<file path="config.mk">
export PLATFORM = sky130hd
export DESIGN_NAME = chong_rung_phim
export DESIGN_NICKNAME = d
export VERILOG_FILES = /design/src/rtl/chong_rung_phim.sv
export SDC_FILE = /design/constraint.sdc
export NUM_CORES = 1
export LEC_CHECK = 0
export ABC_AREA = 1
export BUFFER_PORTS_ARGS = -buffer_cell sky130_fd_sc_hd__clkbuf_2
export CORE_MARGIN = 2
export CORE_UTILIZATION = 35
export CTS_CLUSTER_DIAMETER = 200
export CTS_CLUSTER_SIZE = 8
export DETAILED_ROUTE_END_ITERATION = 10
export HOLD_SLACK_MARGIN = 0.05
export SLEW_MARGIN = 20
export SYNTH_ARGS = -nofsm -noshare
export SYNTH_HDL_FRONTEND = slang
export SYNTH_SLANG_ARGS = --single-unit
</file>
<file path="constraint.sdc">
create_clock -name ckht -period 1.47 [get_ports ckht]
set_clock_uncertainty 0.1 [all_clocks]
set_input_delay 0.2205 -clock ckht [delete_from_list [all_inputs] [get_ports ckht]]
set_output_delay 0.2205 -clock ckht [all_outputs]
set_load 0.05 [all_outputs]
</file>
<file path="src/rtl/chong_rung_phim.sv">
// chong_rung_phim: push-button debouncer.
// The raw pin is polarity-corrected and then passed through a two-flop
// synchroniser. Each level change on the synchronised signal must hold for
// STABLE_CYC consecutive cycles before it is accepted. A clean debounced
// level and one-cycle press/release strobes are produced, all registered.
module chong_rung_phim #(
    parameter int unsigned STABLE_CYC = 500000,
    parameter int unsigned CNT_W      = 20,
    parameter bit          ACTIVE_LOW = 1'b1
) (
    input  logic ckht,
    input  logic rst_n,
    input  logic btn_in,
    output logic btn_db,
    output logic pressed,
    output logic released,
    output logic busy
);

    // Debouncer states. The encoding places btn_db in bit 1 and "waiting" in
    // the XOR of the two bits, but outputs are still taken from dedicated
    // registers so that a state-register upset cannot glitch them
    // combinationally.
    typedef enum logic [1:0] {
        ST_REL   = 2'b00,
        ST_W_PRS = 2'b01,
        ST_PRS   = 2'b11,
        ST_W_REL = 2'b10
    } state_t;

    // The candidate is accepted on the cycle the counter already holds
    // STABLE_CYC-1; that cycle is the STABLE_CYC-th consecutive sample.
    localparam logic [CNT_W-1:0] LAST_CNT = CNT_W'(STABLE_CYC - 1);
    localparam logic [CNT_W-1:0] CNT_ZERO = CNT_W'(0);
    localparam logic [CNT_W-1:0] CNT_ONE  = CNT_W'(1);

    // Polarity-corrected raw input; nothing downstream sees btn_in directly.
    logic pol_s;

    // Synchroniser stages.
    logic s1_r;
    logic s2_r;

    // FSM state, stable-time counter and registered outputs.
    state_t           state_r;
    logic [CNT_W-1:0] cnt_r;
    logic             btn_db_r;
    logic             pressed_r;
    logic             released_r;
    logic             busy_r;

    assign pol_s = btn_in ^ ACTIVE_LOW;

    // Two-flop synchroniser; resets to the released level.
    always_ff @(posedge ckht or negedge rst_n) begin
        if (!rst_n) begin
            s1_r <= 1'b0;
            s2_r <= 1'b0;
        end else begin
            s1_r <= pol_s;
            s2_r <= s1_r;
        end
    end

    // Qualification FSM with stable-time counter and registered outputs.
    always_ff @(posedge ckht or negedge rst_n) begin
        if (!rst_n) begin
            state_r    <= ST_REL;
            cnt_r      <= CNT_ZERO;
            btn_db_r   <= 1'b0;
            pressed_r  <= 1'b0;
            released_r <= 1'b0;
            busy_r     <= 1'b0;
        end else begin
            // Strobes default low so each lasts exactly one cycle; a strobe
            // is always followed by a non-waiting state, so two strobes can
            // never land in consecutive cycles.
            pressed_r  <= 1'b0;
            released_r <= 1'b0;
            case (state_r)
                ST_REL: begin
                    btn_db_r <= 1'b0;
                    if (s2_r) begin
                        state_r <= ST_W_PRS;
                        cnt_r   <= CNT_ONE;
                        busy_r  <= 1'b1;
                    end else begin
                        state_r <= ST_REL;
                        cnt_r   <= CNT_ZERO;
                        busy_r  <= 1'b0;
                    end
                end
                ST_W_PRS: begin
                    if (!s2_r) begin
                        // Bounce: back to released, no strobe.
                        state_r  <= ST_REL;
                        cnt_r    <= CNT_ZERO;
                        btn_db_r <= 1'b0;
                        busy_r   <= 1'b0;
                    end else if (cnt_r >= LAST_CNT) begin
                        // >= rather than == so a corrupted counter can
                        // never run past the threshold and wrap.
                        state_r   <= ST_PRS;
                        cnt_r     <= CNT_ZERO;
                        btn_db_r  <= 1'b1;
                        pressed_r <= 1'b1;
                        busy_r    <= 1'b0;
                    end else begin
                        state_r  <= ST_W_PRS;
                        cnt_r    <= cnt_r + CNT_ONE;
                        btn_db_r <= 1'b0;
                        busy_r   <= 1'b1;
                    end
                end
                ST_PRS: begin
                    btn_db_r <= 1'b1;
                    if (!s2_r) begin
                        state_r <= ST_W_REL;
                        cnt_r   <= CNT_ONE;
                        busy_r  <= 1'b1;
                    end else begin
                        state_r <= ST_PRS;
                        cnt_r   <= CNT_ZERO;
                        busy_r  <= 1'b0;
                    end
                end
                ST_W_REL: begin
                    if (s2_r) begin
                        // Bounce: back to pressed, no strobe.
                        state_r  <= ST_PRS;
                        cnt_r    <= CNT_ZERO;
                        btn_db_r <= 1'b1;
                        busy_r   <= 1'b0;
                    end else if (cnt_r >= LAST_CNT) begin
                        state_r    <= ST_REL;
                        cnt_r      <= CNT_ZERO;
                        btn_db_r   <= 1'b0;
                        released_r <= 1'b1;
                        busy_r     <= 1'b0;
                    end else begin
                        state_r  <= ST_W_REL;
                        cnt_r    <= cnt_r + CNT_ONE;
                        btn_db_r <= 1'b1;
                        busy_r   <= 1'b1;
                    end
                end
                default: begin
                    // Unreachable encoding: fall back to the safe released state.
                    state_r  <= ST_REL;
                    cnt_r    <= CNT_ZERO;
                    btn_db_r <= 1'b0;
                    busy_r   <= 1'b0;
                end
            endcase
        end
    end

    assign btn_db   = btn_db_r;
    assign pressed  = pressed_r;
    assign released = released_r;
    assign busy     = busy_r;

endmodule

</file>
Word level (Yosys, flattened, before mapping)
Index checks and enable logic that the tools add are counted.
{"block": "totals", "input_bits": 3, "word_cells": 41, "output_inout_bits": 4, "reg_bits": 28}
{"block": "op_classes", "bitwise_logic": 1, "eq_ne": 3, "muxes": 26, "reduce_logical": 1, "addsub": 1, "n_lt_le_gt_ge": 1}
{"operator": "$pmux 20 s4", "count": 1}
{"operator": "$mux 20", "count": 3}
{"operator": "$add 20x1->20 const B", "count": 1}
{"operator": "$ge 20x19->1 const B", "count": 1}
{"operator": "$mux 1", "count": 15}
{"operator": "$mux 2", "count": 4}
{"operator": "$pmux 1 s4", "count": 2}
{"operator": "$pmux 2 s4", "count": 1}
{"operator": "$eq 2x2->1 const B", "count": 2}
{"operator": "$eq 2x1->1 const B", "count": 1}
{"operator": "$logic_not 2->1", "count": 1}
{"operator": "$not 1->1", "count": 1}

Longest topological paths before layout
Gate-level depths: netlist of run 1.
{"block": "logic_depth", "ltp_word": 4, "mapped_depth": 12, "ltp_nobuf": 12}

Worst setup path after synthesis of run 1
Ideal clock, no wire load.
{"block": "synth_timing", "kind": "register to register", "start": "register cnt_r[0]", "end": "register cnt_r[0]", "arrival_time_ps": 1450, "path_buffers": 1, "stages_incl_launch_ff": 12, "setup_slack_ps": -154, "required_time_ps": 1296, "synth_period_minus_slack_ps": 1624, "setup_time_ps": 74, "path_cell_list": "dfrtp_1 -> ha_1 -> nand2_1 -> inv_2 -> nand2_1 -> nand2_1 -> nand2_1 -> nand2_1 -> nand2_2 -> nand3_2 -> buf_6 -> o21ai_2"}
{"block": "synth_via", "elab_chain_cells": 4, "word_cells_on_any_way": 6, "cone_classes": "add/sub: 1; order compare: 1; mux: 4"}
{"element": "start: declaration", "line_no": "46", "text": "logic [CNT_W-1:0] cnt_r;"}
{"element": "start signal: assignment", "line_no": "110", "text": "cnt_r <= cnt_r + CNT_ONE;"}
{"element": "start signal: assignment", "line_no": "142", "text": "cnt_r <= cnt_r + CNT_ONE;"}
{"element": "$add 20x1->20 / $ge 20x19->1 (equally long branches)"}
{"element": "$mux 20 (*)", "line_no": "100, 134"}
{"element": "$mux 20 (on tied branches)", "line_no": "128, 94"}
{"element": "$pmux 20 s4 (*)", "line_no": "80", "text": "case (state_r)"}
Mark *: on every way between the ends. The rest lies on a longest branch, timed or not.

Worst setup path after layout of run 1
{"block": "layout_timing", "start": "register cnt_r[0]", "end": "register cnt_r[15]"}
Same word-level chain as after synthesis.

==> results of run 1 <==
[stage by stage]
| stage | area, sq um | setup TNS, ns | hold slack (ns) | cells | utilization |
|---|---|---|---|---|---|
| after floorplan | 1465 | -0.1114 | -0.1751 | 177 | - |
| after global placement | 1652 | -0.1324 | 0.1469 | 246 | 0.4129 |
| after detailed placement | 1652 | -0.6274 | 0.1480 | 246 | 0.4129 |
| after CTS | 1812 | -0.9065 | 0.2606 | 257 | 0.4529 |
| after global routing | 1899 | -3.227 | 0.2689 | 258 | 0.4748 |
| final | 1899 | -1.136 | 0.2554 | 258 | 0.4748 |
[sequential cells by signal, summed over array words and instances, names as in the netlist]
signal,flops
pressed,1
busy,1
state_r,2
btn_db,1
s2_r,1
s1_r,1
released,1
cnt_r,20
[power groups by stage]
stage	combinational (W)	clock [W]	sequential, W
2_1_floorplan	0.0000519	0	0.000847
3_3_place_gp	0.000126	0	0.000818
3_5_place_dp	0.000127	0	0.000818
4_1_cts	0.000147	0.000630	0.000802
5_1_grt	0.000171	0.000658	0.000805
6_report	0.000155	0.000610	0.000802
[repair_timing]
item | CTS | global route
pin swaps | 0 | 3
buffers inserted | 3 | 1
cloned | 2 | 0
hold endpoints to repair | 29 | 0
endpoints found under the setup margin | 20 | 24
gates resized for setup | 11 | 24
hold buffers | 2 | 0
[how the worst max path moves through the flow]
stage	start	to	depth (start not counted)
2_1_floorplan	cnt_r[0]$_DFF_PN0_	cnt_r[0]$_DFF_PN0_	11
3_3_place_gp	cnt_r[0]$_DFF_PN0_	cnt_r[0]$_DFF_PN0_	11
3_5_place_dp	cnt_r[0]$_DFF_PN0_	cnt_r[7]$_DFF_PN0_	11
4_1_cts	cnt_r[0]$_DFF_PN0_	cnt_r[15]$_DFF_PN0_	11
5_1_grt	cnt_r[1]$_DFF_PN0_	state_r[1]$_DFF_PN0_	13
6_report	cnt_r[0]$_DFF_PN0_	cnt_r[15]$_DFF_PN0_	11
[logic make-up after synthesis]
family,count (synthesis),synth area share
flops,28,0.4836
buf+inv,27,0.08030
fa+ha+maj,1,0.008634
compound gates,9,0.03973
simple gates,102,0.3307
other cells,1,0.002588
xor+xnor,9,0.05441
[routing by layer]
metal / part of all wire / wire length, microns / GRT usage / vias up
met5: 0 / 0 / 0 / -
met4: 0.0039 / 12 / 0.02000 / 0
met3: 0.033 / 101 / 0.03947 / 2
met2: 0.50 / 1528 / 0.2585 / 10
met1: 0.47 / 1438 / 0.2060 / 570
li1: - / - / - / 612
[cell type report]
type,instances,area (sq um)
clock buffers,3,41.29
clock inverters,1,30.03
fillers,391,2101
inverters,24,90.09
multi-input cells,122,740.7
flip-flops and latches,28,704.4
well taps,50,62.56
repair buffers,30,230.2
[synthesized netlist by cell type, drive strengths merged (2+ instances only)]
cell / instances / area [sq um]
nand2: 43 / 166.4
nor2: 35 / 146.4
dfrtp: 28 / 700.7
inv: 24 / 90.08
nand3: 8 / 50.05
nor3: 8 / 66.32
nand4: 7 / 43.79
xor2: 7 / 61.31
a21oi: 4 / 23.77
o21ai: 4 / 27.53
buf: 2 / 22.52
xnor2: 2 / 17.52
[critical path, delay by kind of cell, from the launching register on]
family / cells / cell delay, ns
adder cells (fa/ha/maj): 1 / 0.17
AND/OR/NAND/NOR: 8 / 0.56
buffers and inverters: 2 / 0.21
flip-flops: 1 / 0.43
==> flow_summary.rst, run 1 <==
.. list-table::
   :header-rows: 1

   * - Metric
     - Value
   * - Number of nets produced by synthesis
     - about 180
   * - #FFs+latches synth
     - 28
   * - Share of flip-flops with an asynchronous set or reset
     - 1.000
   * - Post-route antenna net violation count
     - 0
   * - Remaining Overflow, GRT
     - 0
   * - Post-detail-place hpwl
     - 2063 microns
   * - Post-layout total power
     - 0.001567 W
   * - Lkg Pwr
     - 0.8484 nW
   * - Worst setup margin
     - -0.08331 ns
   * - Bufs on Longest Clock Path
     - 2
   * - Maximum number of pins on one net before global-route repair
     - 29
   * - Data arrival time of the critical path
     - 1.66 ns
   * - Number of cells on the worst hold path
     - 0
   * - Routed WL
     - 3081 microns
   * - Violated checks
     - negative setup slack
   * - Share of the cycle needed by the critical path after routing
     - 1.057
   * - Sequential power share
     - 0.512
   * - Destination of the worst register-to-register timing path
     - cnt_r[15]$_DFF_PN0_
   * - Setup slack, reg-to-reg
     - -0.08 ns
   * - Via count of the first global-routing pass
     - 1,162
   * - Outcome
     - finished, violations left
   * - Most common cell type on the critical path
     - sky130_fd_sc_hd__nand2_1
   * - Detailed-route DRC error count
     - 0
   * - Avg WL per Cell
     - 11.94 microns
   * - Number of H-tree branching levels
     - 1
   * - Top-level port count
     - 7
   * - Number of distinct library cells after synthesis
     - 25
   * - Cell type of the slowest stage on the worst timing path
     - sky130_fd_sc_hd__dfrtp_2
   * - GPL Wtd Cong
     - 0.8545
   * - Clock insertion delay at the later pin of the skew report
     - 0.28 ns
   * - Most frequent standard cell in the layout excluding fill and tap cells
     - sky130_fd_sc_hd__nand2_1
   * - Area added between synthesis and finish
     - 31.09%
   * - Number of warnings printed during yosys synthesis
     - 0
   * - Total via count after detailed routing
     - 1,194
   * - Final Setup Violations
     - 23
   * - Average vias per placed instance
     - roughly 4.6
   * - Clock transition at the registers of the reported paths
     - 0.10 ns
   * - Starting Density
     - 0.3622
   * - Synthesized instance count
     - 177
   * - Die extent in y
     - 68.34 microns
   * - Library cell used as clock root buffer
     - sky130_fd_sc_hd__clkbuf_8
   * - Cells traversed along the worst timing path
     - ha_4 > nand2_4 > inv_2 > nand2_1 > nand2_1 > nand2_1 > nand2_1 > nand2_2 > nand3_4 > buf_6 > nor3_2
   * - Hold path startpoint
     - s1_r$_DFF_PN0_
   * - Critical Setup Path Class
     - reg2reg
   * - Critical Path Fanout Max
     - 5
   * - Reg2Reg Depth
     - 11
   * - Number of enable flip-flop cells after synthesis
     - 0
   * - Gr usage total
     - 0.1543
   * - Worst stage delay on the critical path
     - 0.43 ns
   * - VDD IR max
     - 0.9053 mV
   * - Hold crit path type
     - reg2reg
   * - Net switching fraction of the power
     - 0.2307
   * - Number of antenna violations at the first check in global routing
     - 0
   * - Crit path required time
     - 1.58 ns
   * - # diodes
     - 0
   * - Clock tree from TritonCTS
     - done
   * - Fraction of the yosys area taken by sequential cells
     - 0.4836
   * - Power share of the clock group
     - 0.389
   * - Critical Path End Type
     - register
   * - Number of hold violations in the final report
     - 0
   * - Wire length of the first global-routing pass
     - roughly 5300 microns
   * - Pwr per Cell Area
     - 824.9 mW/mm^2
   * - Ratio of cells with drive above 1 in the final layout
     - 0.3510
   * - FP Rows
     - 23
   * - Start of the worst register-to-register path
     - cnt_r[0]$_DFF_PN0_
   * - First-pass iteration count of the detailed router
     - 4
   * - Placement-stage worst setup slack
     - -0.05782 ns
   * - Mapped cell area
     - 0.001449 sq mm
   * - Post-layout min period
     - roughly 1.6 ns
   * - Worst Setup Start Kind
     - register
   * - Iter 0 DRT Violations
     - 68
   * - Predominant post-synthesis flop cell
     - sky130_fd_sc_hd__dfrtp_1
   * - Standard cell core area
     - 0.004000 sq mm
   * - Most frequent cells in the layout
     - sky130_fd_sc_hd__nand2_1 (37), sky130_fd_sc_hd__dfrtp_1 (25), sky130_fd_sc_hd__inv_1 (23), sky130_fd_sc_hd__buf_4 (18), sky130_fd_sc_hd__nor2_1 (16)
   * - Final max-slew violation count
     - 0
   * - Final-stage net count
     - 213
   * - Comb power frac
     - 0.099
   * - Die W
     - ~68 microns
   * - Net Sw Power
     - roughly 0.00036 W
   * - IO buf count
     - 6
   * - Int Power
     - about 0.0012 W
   * - Endpoint of the worst hold-timing path
     - s2_r$_DFF_PN0_
   * - Fmax achieved
     - about 640 MHz
   * - Die area
     - 0.004670 sq mm
   * - # clock sinks
     - 28
   * - Maximum capacitance violations
     - 0
   * - Mean area per synthesized cell
     - 8.186 sq um
   * - Unrepaired setup endpoints after global routing
     - yes
   * - Number of clock buffers inserted by TritonCTS
     - 3
Power figures use the tool's default switching activity.
==> run 2, diff against run 1 <==
- CTS_BUF_LIST: unset -> sky130_fd_sc_hd__clkbuf_4
- SLEW_MARGIN: 20 -> unset
==> run 2 against run 1 <==
Net effect: the flow still finishes with violations (negative setup slack); sequential share of layout area is 0.55 points higher; worst hold slack gained 0.013 ns; global-route usage fell by 0.28 points; critical path depth is the same; via count decreased by 0.92%; critical path type unchanged; routed wire length down 1.9%; clock power decreased by 17%; combinational power barely moved.
==> flow_summary.rst, run 2 (same netlist as run 1, synthesis figures left out) <==
.. list-table::
   :header-rows: 1

   * - Metric
     - Value
   * - Outcome
     - finished, violations left
   * - Violated checks
     - negative setup slack
   * - Final-layout setup total negative slack
     - -1.025 ns (+0.1113 ns)
   * - First-pass iteration count of the detailed router
     - 4 (unchanged)
   * - Average vias per placed instance
     - 4.568 (-1.3%)
   * - Register with the highest flop count
     - cnt_r
   * - Clock tree from TritonCTS
     - done
   * - Ratio of cells with drive above 1 in the final layout
     - 0.3254 (-0.02560)
   * - GPL Wtd Cong
     - 0.8545 (unchanged)
   * - Standard cell core area
     - 0.004000 sq mm (unchanged)
   * - Most frequent standard cell in the layout excluding fill and tap cells
     - sky130_fd_sc_hd__nand2_1
   * - Total via count after detailed routing
     - 1,183 (-0.92%)
   * - Number of H-tree branching levels
     - 1 (unchanged)
   * - Hold Worst Slack
     - 0.2682 ns (+0.01278 ns)
   * - Most frequent cells in the layout
     - sky130_fd_sc_hd__nand2_1 (39), sky130_fd_sc_hd__dfrtp_1 (26), sky130_fd_sc_hd__inv_1 (23), sky130_fd_sc_hd__buf_4 (20), sky130_fd_sc_hd__nor2_1 (19)
   * - Maximum number of pins on one net before global-route repair
     - 29 (unchanged)
   * - FP Rows
     - 23 (unchanged)
   * - Maximum capacitance violations
     - 0 (unchanged)
   * - Final Setup Violations
     - 22 (-4.3%)
   * - Hold crit path type
     - reg2reg
   * - Routed WL
     - 3023 microns (-1.9%)
   * - Share of the cycle needed by the critical path after routing
     - 1.049 (-0.007529)
   * - Unrepaired setup endpoints after global routing
     - yes
   * - Net Sw Power
     - 0.0003475 W (-3.9%)
   * - Net switching fraction of the power
     - 0.2376 (+0.006849)
   * - Avg WL per Cell
     - 11.67 microns (-2.3%)
   * - Worst setup margin
     - -0.07224 ns (+0.01107 ns)
   * - Number of antenna violations at the first check in global routing
     - 0 (unchanged)
   * - Detailed-route DRC error count
     - 0 (unchanged)
   * - Critical Path End Type
     - register
   * - Largest regs
     - cnt_r (20), state_r (2)
   * - Total of fill cells in the finished design
     - 397 (+1.5%)
   * - Placement-stage worst setup slack
     - -0.05782 ns (unchanged)
   * - Number of hold violations in the final report
     - 0 (unchanged)
   * - Worst Setup Start Kind
     - register
   * - Power share of the clock group
     - 0.348 (-0.041)
   * - Data arrival time of the critical path
     - 1.71 ns (+0.05 ns)
   * - Comb power frac
     - 0.104 (+0.005)
   * - Final max-slew violation count
     - 0 (unchanged)
   * - Final cell utilization of the core
     - 0.4670 (-0.007820)
   * - Die extent in y
     - 68.34 microns (unchanged)
   * - Post-detail-place hpwl
     - 2063 microns (unchanged)
   * - Max reg flops
     - 20 (unchanged)
   * - Critical Setup Path Class
     - reg2reg
   * - Top-level port count
     - 7 (unchanged)
   * - Pwr per Cell Area
     - 783.0 mW/mm^2 (-5.1%)
   * - Remaining Overflow, GRT
     - 0 (unchanged)
   * - Post-layout min period
     - 1.542 ns (-0.01107 ns)
   * - Iter 0 DRT Violations
     - 65 (-4.4%)
   * - IO buf count
     - 6 (unchanged)
   * - VDD IR max
     - 0.8585 mV (-5.2%)
   * - Via count of the first global-routing pass
     - 1,175 (+1.1%)
   * - Int Power
     - 0.001115 W (-7.5%)
   * - Clock transition at the registers of the reported paths
     - 0.15 ns (+0.05 ns)
   * - Critical Path Fanout Max
     - 5 (unchanged)
   * - Bufs on Longest Clock Path
     - 2 (unchanged)
   * - Sequential power share
     - 0.549 (+0.037)
   * - Die W
     - 68.34 microns (unchanged)
   * - # diodes
     - 0 (unchanged)
   * - Starting Density
     - 0.3622 (unchanged)
   * - Library cell used as clock root buffer
     - sky130_fd_sc_hd__clkbuf_4
   * - # clock sinks
     - 28 (unchanged)
   * - Gr usage total
     - 0.1515 (-0.002780)
   * - Crit path required time
     - 1.64 ns (+0.06 ns)
   * - Post-route antenna net violation count
     - 0 (unchanged)
   * - Number of clock buffers inserted by TritonCTS
     - 3 (unchanged)
   * - Area added between synthesis and finish
     - 28.93%
   * - Clock insertion delay at the later pin of the skew report
     - 0.33 ns (+0.05 ns)
   * - Final-stage net count
     - 214 (+0.47%)
   * - Wire length of the first global-routing pass
     - 5216 microns (-1.8%)
   * - Lkg Pwr
     - 0.8453 nW (-0.36%)
   * - Fmax achieved
     - 648.4 MHz (+0.72%)
   * - Die area
     - 0.004670 sq mm (unchanged)
## run 2: what timing repair did
| action | 4_1_cts | 5_1_grt |
|---|---|---|
| setup endpoints to repair | 20 | 24 |
| hold buffers | 2 | 0 |
| cloned | 2 | 0 |
| gates resized for setup | 9 | 19 |
| hold endpoints to repair | 29 | 0 |
| setup buffers | 3 | 2 |
## run 2: final cells by class
type	count	area [sq um]	area share
Inverter	24	90.09	0.04823
Timing Repair Buffer	31	234.0	0.1253
Multi-Input combinational cell	122	725.7	0.3885
Clock buffer	3	22.52	0.01206
Sequential cell	28	703.2	0.3764
Tap cell	50	62.56	0.03349
Clock inverter	1	30.03	0.01608
## run 2: worst max-delay path, stage by stage, from the launching register on
cell and delay [ns]:
sky130_fd_sc_hd__dfrtp_2 0.45, sky130_fd_sc_hd__ha_4 0.17, sky130_fd_sc_hd__nand2_4 0.06, sky130_fd_sc_hd__inv_2 0.03, sky130_fd_sc_hd__nand2_1 0.05, sky130_fd_sc_hd__nand2_1 0.05, sky130_fd_sc_hd__nand2_1 0.05, sky130_fd_sc_hd__nand2_1 0.06
sky130_fd_sc_hd__nand2_2 0.09, sky130_fd_sc_hd__nand3_4 0.10, sky130_fd_sc_hd__buf_6 0.17, sky130_fd_sc_hd__nor3_2 0.09
## run 2: final timing paths
kind	slack [ns]	depth (start not counted)	endpoint	from
max	-0.07	11	cnt_r[15]$_DFF_PN0_	cnt_r[0]$_DFF_PN0_
min	0.27	0	s2_r$_DFF_PN0_	s1_r$_DFF_PN0_
max reg2reg	-0.07	11	cnt_r[15]$_DFF_PN0_	cnt_r[0]$_DFF_PN0_
min reg2reg	0.27	0	s2_r$_DFF_PN0_	s1_r$_DFF_PN0_
max in group asynchronous	0.69	3	cnt_r[8]$_DFF_PN0_	rst_n
min in group asynchronous	0.29	3	busy$_DFF_PN0_	rst_n
## run 2: power by group through the flow
stage | sequential, W | combinational [W] | clock (W)
final | 0.000803 | 0.000152 | 0.000508
after global routing | 0.000805 | 0.000167 | 0.000559
after CTS | 0.000803 | 0.000144 | 0.000532
after detailed placement | 0.000818 | 0.000127 | 0
after global placement | 0.000818 | 0.000126 | 0
after floorplan | 0.000847 | 0.0000519 | 0
## run 2: per-stage QoR
stage | cells | total power [W] | cell area [sq um]
after detailed placement | 246 | 0.0009443 | 1652
after CTS | 257 | 0.001479 | 1787
after floorplan | 177 | 0.0008991 | 1465
final | 259 | 0.001463 | 1868
after global placement | 246 | 0.0009441 | 1652
after global routing | 259 | 0.001532 | 1868
## run 2: routing by layer
| layer | share of wire | up-vias | GRT usage |
|---|---|---|---|
| met5 | 0 | - | 0 |
| met4 | 0.0043 | 0 | 0.02500 |
| met3 | 0.021 | 2 | 0.03947 |
| li1 | - | 612 | - |
| met1 | 0.48 | 563 | 0.1998 |
| met2 | 0.50 | 6 | 0.2536 |
==> run 3, diff against run 2 <==
- TNS_END_PERCENT: unset -> 20
==> run 3 against run 2 <==
Net effect: the flow still finishes with violations (negative setup slack); sequential share of layout area increased by 2.2 points; final area shrank 5.4%; global-route usage is 1.3 points lower; first-iteration DRC count up 3.1%; total power fell by 12%; sequential cell count stayed put; sequential power barely moved; largest cell class is now flip-flops and latches; largest power group unchanged.
==> flow_summary.rst, run 3 (same netlist as run 1, synthesis figures left out) <==
.. list-table::
   :header-rows: 1

   * - Metric
     - Value
   * - Outcome
     - finished, violations left
   * - Violated checks
     - negative setup slack
   * - Share of the cycle needed by the critical path after routing
     - 1.068 (+0.01872)
   * - Critical path buffers and inverters
     - 2 (unchanged)
   * - Register Area
     - 703.2 sq um (unchanged)
   * - Die area
     - 0.004670 sq mm (unchanged)
   * - Worst Setup Start Kind
     - register
   * - Delay-heaviest family, CP
     - simple AND/OR/NAND/NOR gates
   * - Total via count after detailed routing
     - 1,163 (-1.7%)
   * - Most common cell type on the critical path
     - sky130_fd_sc_hd__nand2_1
   * - Routed WL
     - 2806 microns (-7.2%)
   * - Area occupied by multi-input gates
     - 671.9 sq um (-7.4%)
   * - Crit path required time
     - 1.63 ns (about the same)
   * - FP Rows
     - 23 (unchanged)
   * - Most frequent standard cell in the layout excluding fill and tap cells
     - sky130_fd_sc_hd__nand2_1
   * - Wire length on met2
     - 1283 microns (-15%)
   * - Clock transition at the registers of the reported paths
     - 0.17 ns (+0.02 ns)
   * - Post-detail-place hpwl
     - 2068 microns (+0.24%)
   * - Met3 wire length
     - 59 microns (-4.8%)
   * - Cells traversed along the worst timing path
     - ha_4 > nand2_4 > inv_2 > nand2_1 > nand2_1 > nand2_1 > nand2_1 > nand2_2 > nand3_2 > buf_12 > nor3_2
   * - Remaining Overflow, GRT
     - 0 (unchanged)
   * - Post-route antenna net violation count
     - 0 (unchanged)
   * - Final cell count without fillers
     - 256 (-1.2%)
   * - Number of clock buffers inserted by TritonCTS
     - 3 (unchanged)
   * - Cell type of the slowest stage on the worst timing path
     - sky130_fd_sc_hd__dfrtp_1
   * - Total of fill cells in the finished design
     - 417 (+5.0%)
   * - Data arrival time of the critical path
     - 1.73 ns (+0.02 ns)
   * - Worst setup margin
     - -0.09976 ns (-0.02752 ns)
   * - Final max-slew violation count
     - 0 (unchanged)
   * - Maximum number of pins on one net before global-route repair
     - 24 (-17%)
   * - Hold crit path type
     - reg2reg
   * - First-pass iteration count of the detailed router
     - 4 (unchanged)
   * - Standard cell core area
     - 0.004000 sq mm (unchanged)
   * - Met1 layer wirelength in the final routing
     - 1423 microns (-1.0%)
   * - # clock sinks
     - 28 (unchanged)
   * - Unrepaired setup endpoints after global routing
     - yes
   * - Post-layout min period
     - 1.570 ns (+0.02752 ns)
   * - Iter 0 DRT Violations
     - 67 (+3.1%)
   * - Gr usage total
     - 0.1387 (-0.01275)
   * - IO buf count
     - 6 (unchanged)
   * - Starting Density
     - 0.3622 (unchanged)
   * - VDD IR max
     - 0.4048 mV (-53%)
   * - Area added between synthesis and finish
     - 21.93%
   * - Top-level port count
     - 7 (unchanged)
   * - Largest regs
     - cnt_r (20), state_r (2)
   * - Number of hold violations in the final report
     - 0 (unchanged)
   * - Maximum capacitance violations
     - 0 (unchanged)
   * - Via count of the first global-routing pass
     - 1,135 (-3.4%)
   * - Die W
     - 68.34 microns (unchanged)
   * - Critical Path End Type
     - register
   * - Detailed-route DRC error count
     - 0 (unchanged)
   * - Worst stage delay on the critical path
     - 0.45 ns (about the same)
   * - Fmax achieved
     - 637.0 MHz (-1.8%)
   * - Wire length of the first global-routing pass
     - 4850 microns (-7.0%)
   * - Lkg Pwr
     - 0.8239 nW (-2.5%)
   * - Number of H-tree branching levels
     - 1 (unchanged)
   * - DP Cell Count
     - 249 (+1.2%)
   * - GPL Wtd Cong
     - 0.8607 (+0.73%)
   * - Normalized max-slew margin
     - 0.6186
   * - Critical Path Fanout Max
     - 20 (+15)
   * - Max reg flops
     - 20 (unchanged)
   * - Post-layout total power
     - 0.001281 W (-12%)
   * - Library cell used as clock root buffer
     - sky130_fd_sc_hd__clkbuf_4
   * - Bufs on Longest Clock Path
     - 2 (unchanged)
   * - Clock tree from TritonCTS
     - done
   * - Critical Setup Path Class
     - reg2reg
   * - Transition time at the pin with the least slew margin
     - 0.5721 ns
   * - Register with the highest flop count
     - cnt_r
   * - # diodes
     - 0 (unchanged)
   * - Die extent in y
     - 68.34 microns (unchanged)
   * - Top routing layer used
     - met4
   * - Ratio of cells with drive above 1 in the final layout
     - 0.2767 (-0.04866)
   * - Final-stage net count
     - 211 (-1.4%)
   * - Number of antenna violations at the first check in global routing
     - 0 (unchanged)
   * - Final Setup Violations
     - 22 (unchanged)
   * - Average vias per placed instance
     - 4.543 (-0.54%)
   * - Most frequent cells in the layout
     - sky130_fd_sc_hd__nand2_1 (38), sky130_fd_sc_hd__nor2_1 (27), sky130_fd_sc_hd__dfrtp_1 (26), sky130_fd_sc_hd__inv_1 (23), sky130_fd_sc_hd__buf_4 (19)
   * - Pwr per Cell Area
     - 725.1 mW/mm^2 (-7.4%)
   * - Final cell utilization of the core
     - 0.4417 (-0.02534)
   * - Clock insertion delay at the later pin of the skew report
     - 0.34 ns (about the same)
   * - Avg WL per Cell
     - 10.96 microns (-6.1%)
==> run 3: cell count changes in the layout (fill, tap and decap cells not counted), sizes merged <==
cell / change
buf: -3
clkinv: +1
bufinv: -1
==> run 3: final cells by class <==
type | instances | area share
Multi-Input combinational cell | 122 | 0.3803
Clock inverter | 1 | 0.002125
Sequential cell | 28 | 0.3980
Inverter | 24 | 0.05099
Clock buffer | 3 | 0.01275
Tap cell | 50 | 0.03541
Timing Repair Buffer | 28 | 0.1204
==> run 3: per-stage QoR <==
step / TNS [ns] / hold WS [ns] / worst slack [ns] / instance area, sq um
after CTS: -1.340 / 0.2790 / -0.1017 / 1735
after global routing: -3.244 / 0.2867 / -0.1801 / 1767
after floorplan: -0.2134 / -0.1751 / -0.03188 / 1465
final: -1.180 / 0.2738 / -0.09976 / 1767
after global placement: -0.08773 / 0.1562 / -0.03711 / 1687
after detailed placement: -0.6465 / 0.1553 / -0.07394 / 1687
==> run 3: repair_timing <==
item,CTS,global route
pin swaps,3,1
gates resized for setup,1,8
endpoints found under the setup margin,23,23
setup buffers,0,1
hold endpoints to repair,22,0
hold buffers,2,0
==> run 3: power by group <==
part / switching (W) / internal, W / leakage [nW]
registers: 0.0000127 / 0.000791 / 0.367
clock network: 0.000242 / 0.0000999 / 0.0154
logic: 0.0000914 / 0.0000434 / 0.442
==> run 3: worst paths after layout <==
kind	cells past startpoint	slack, ns	end	from
min in group asynchronous	2	0.28	cnt_r[3]$_DFF_PN0_	rst_n
hold / removal	0	0.27	s2_r$_DFF_PN0_	s1_r$_DFF_PN0_
setup reg to reg	11	-0.1	cnt_r[15]$_DFF_PN0_	cnt_r[1]$_DFF_PN0_
hold reg to reg	0	0.27	s2_r$_DFF_PN0_	s1_r$_DFF_PN0_
max in group asynchronous	3	0.49	cnt_r[13]$_DFF_PN0_	rst_n
setup / recovery	11	-0.1	cnt_r[15]$_DFF_PN0_	cnt_r[1]$_DFF_PN0_
==> run 3: layer usage <==
metal / up-vias / GRT usage
li1: 604 / -
met1: 536 / 0.1874
met2: 18 / 0.2269
met3: 5 / 0.01974
met4: 0 / 0.04750
met5: - / 0
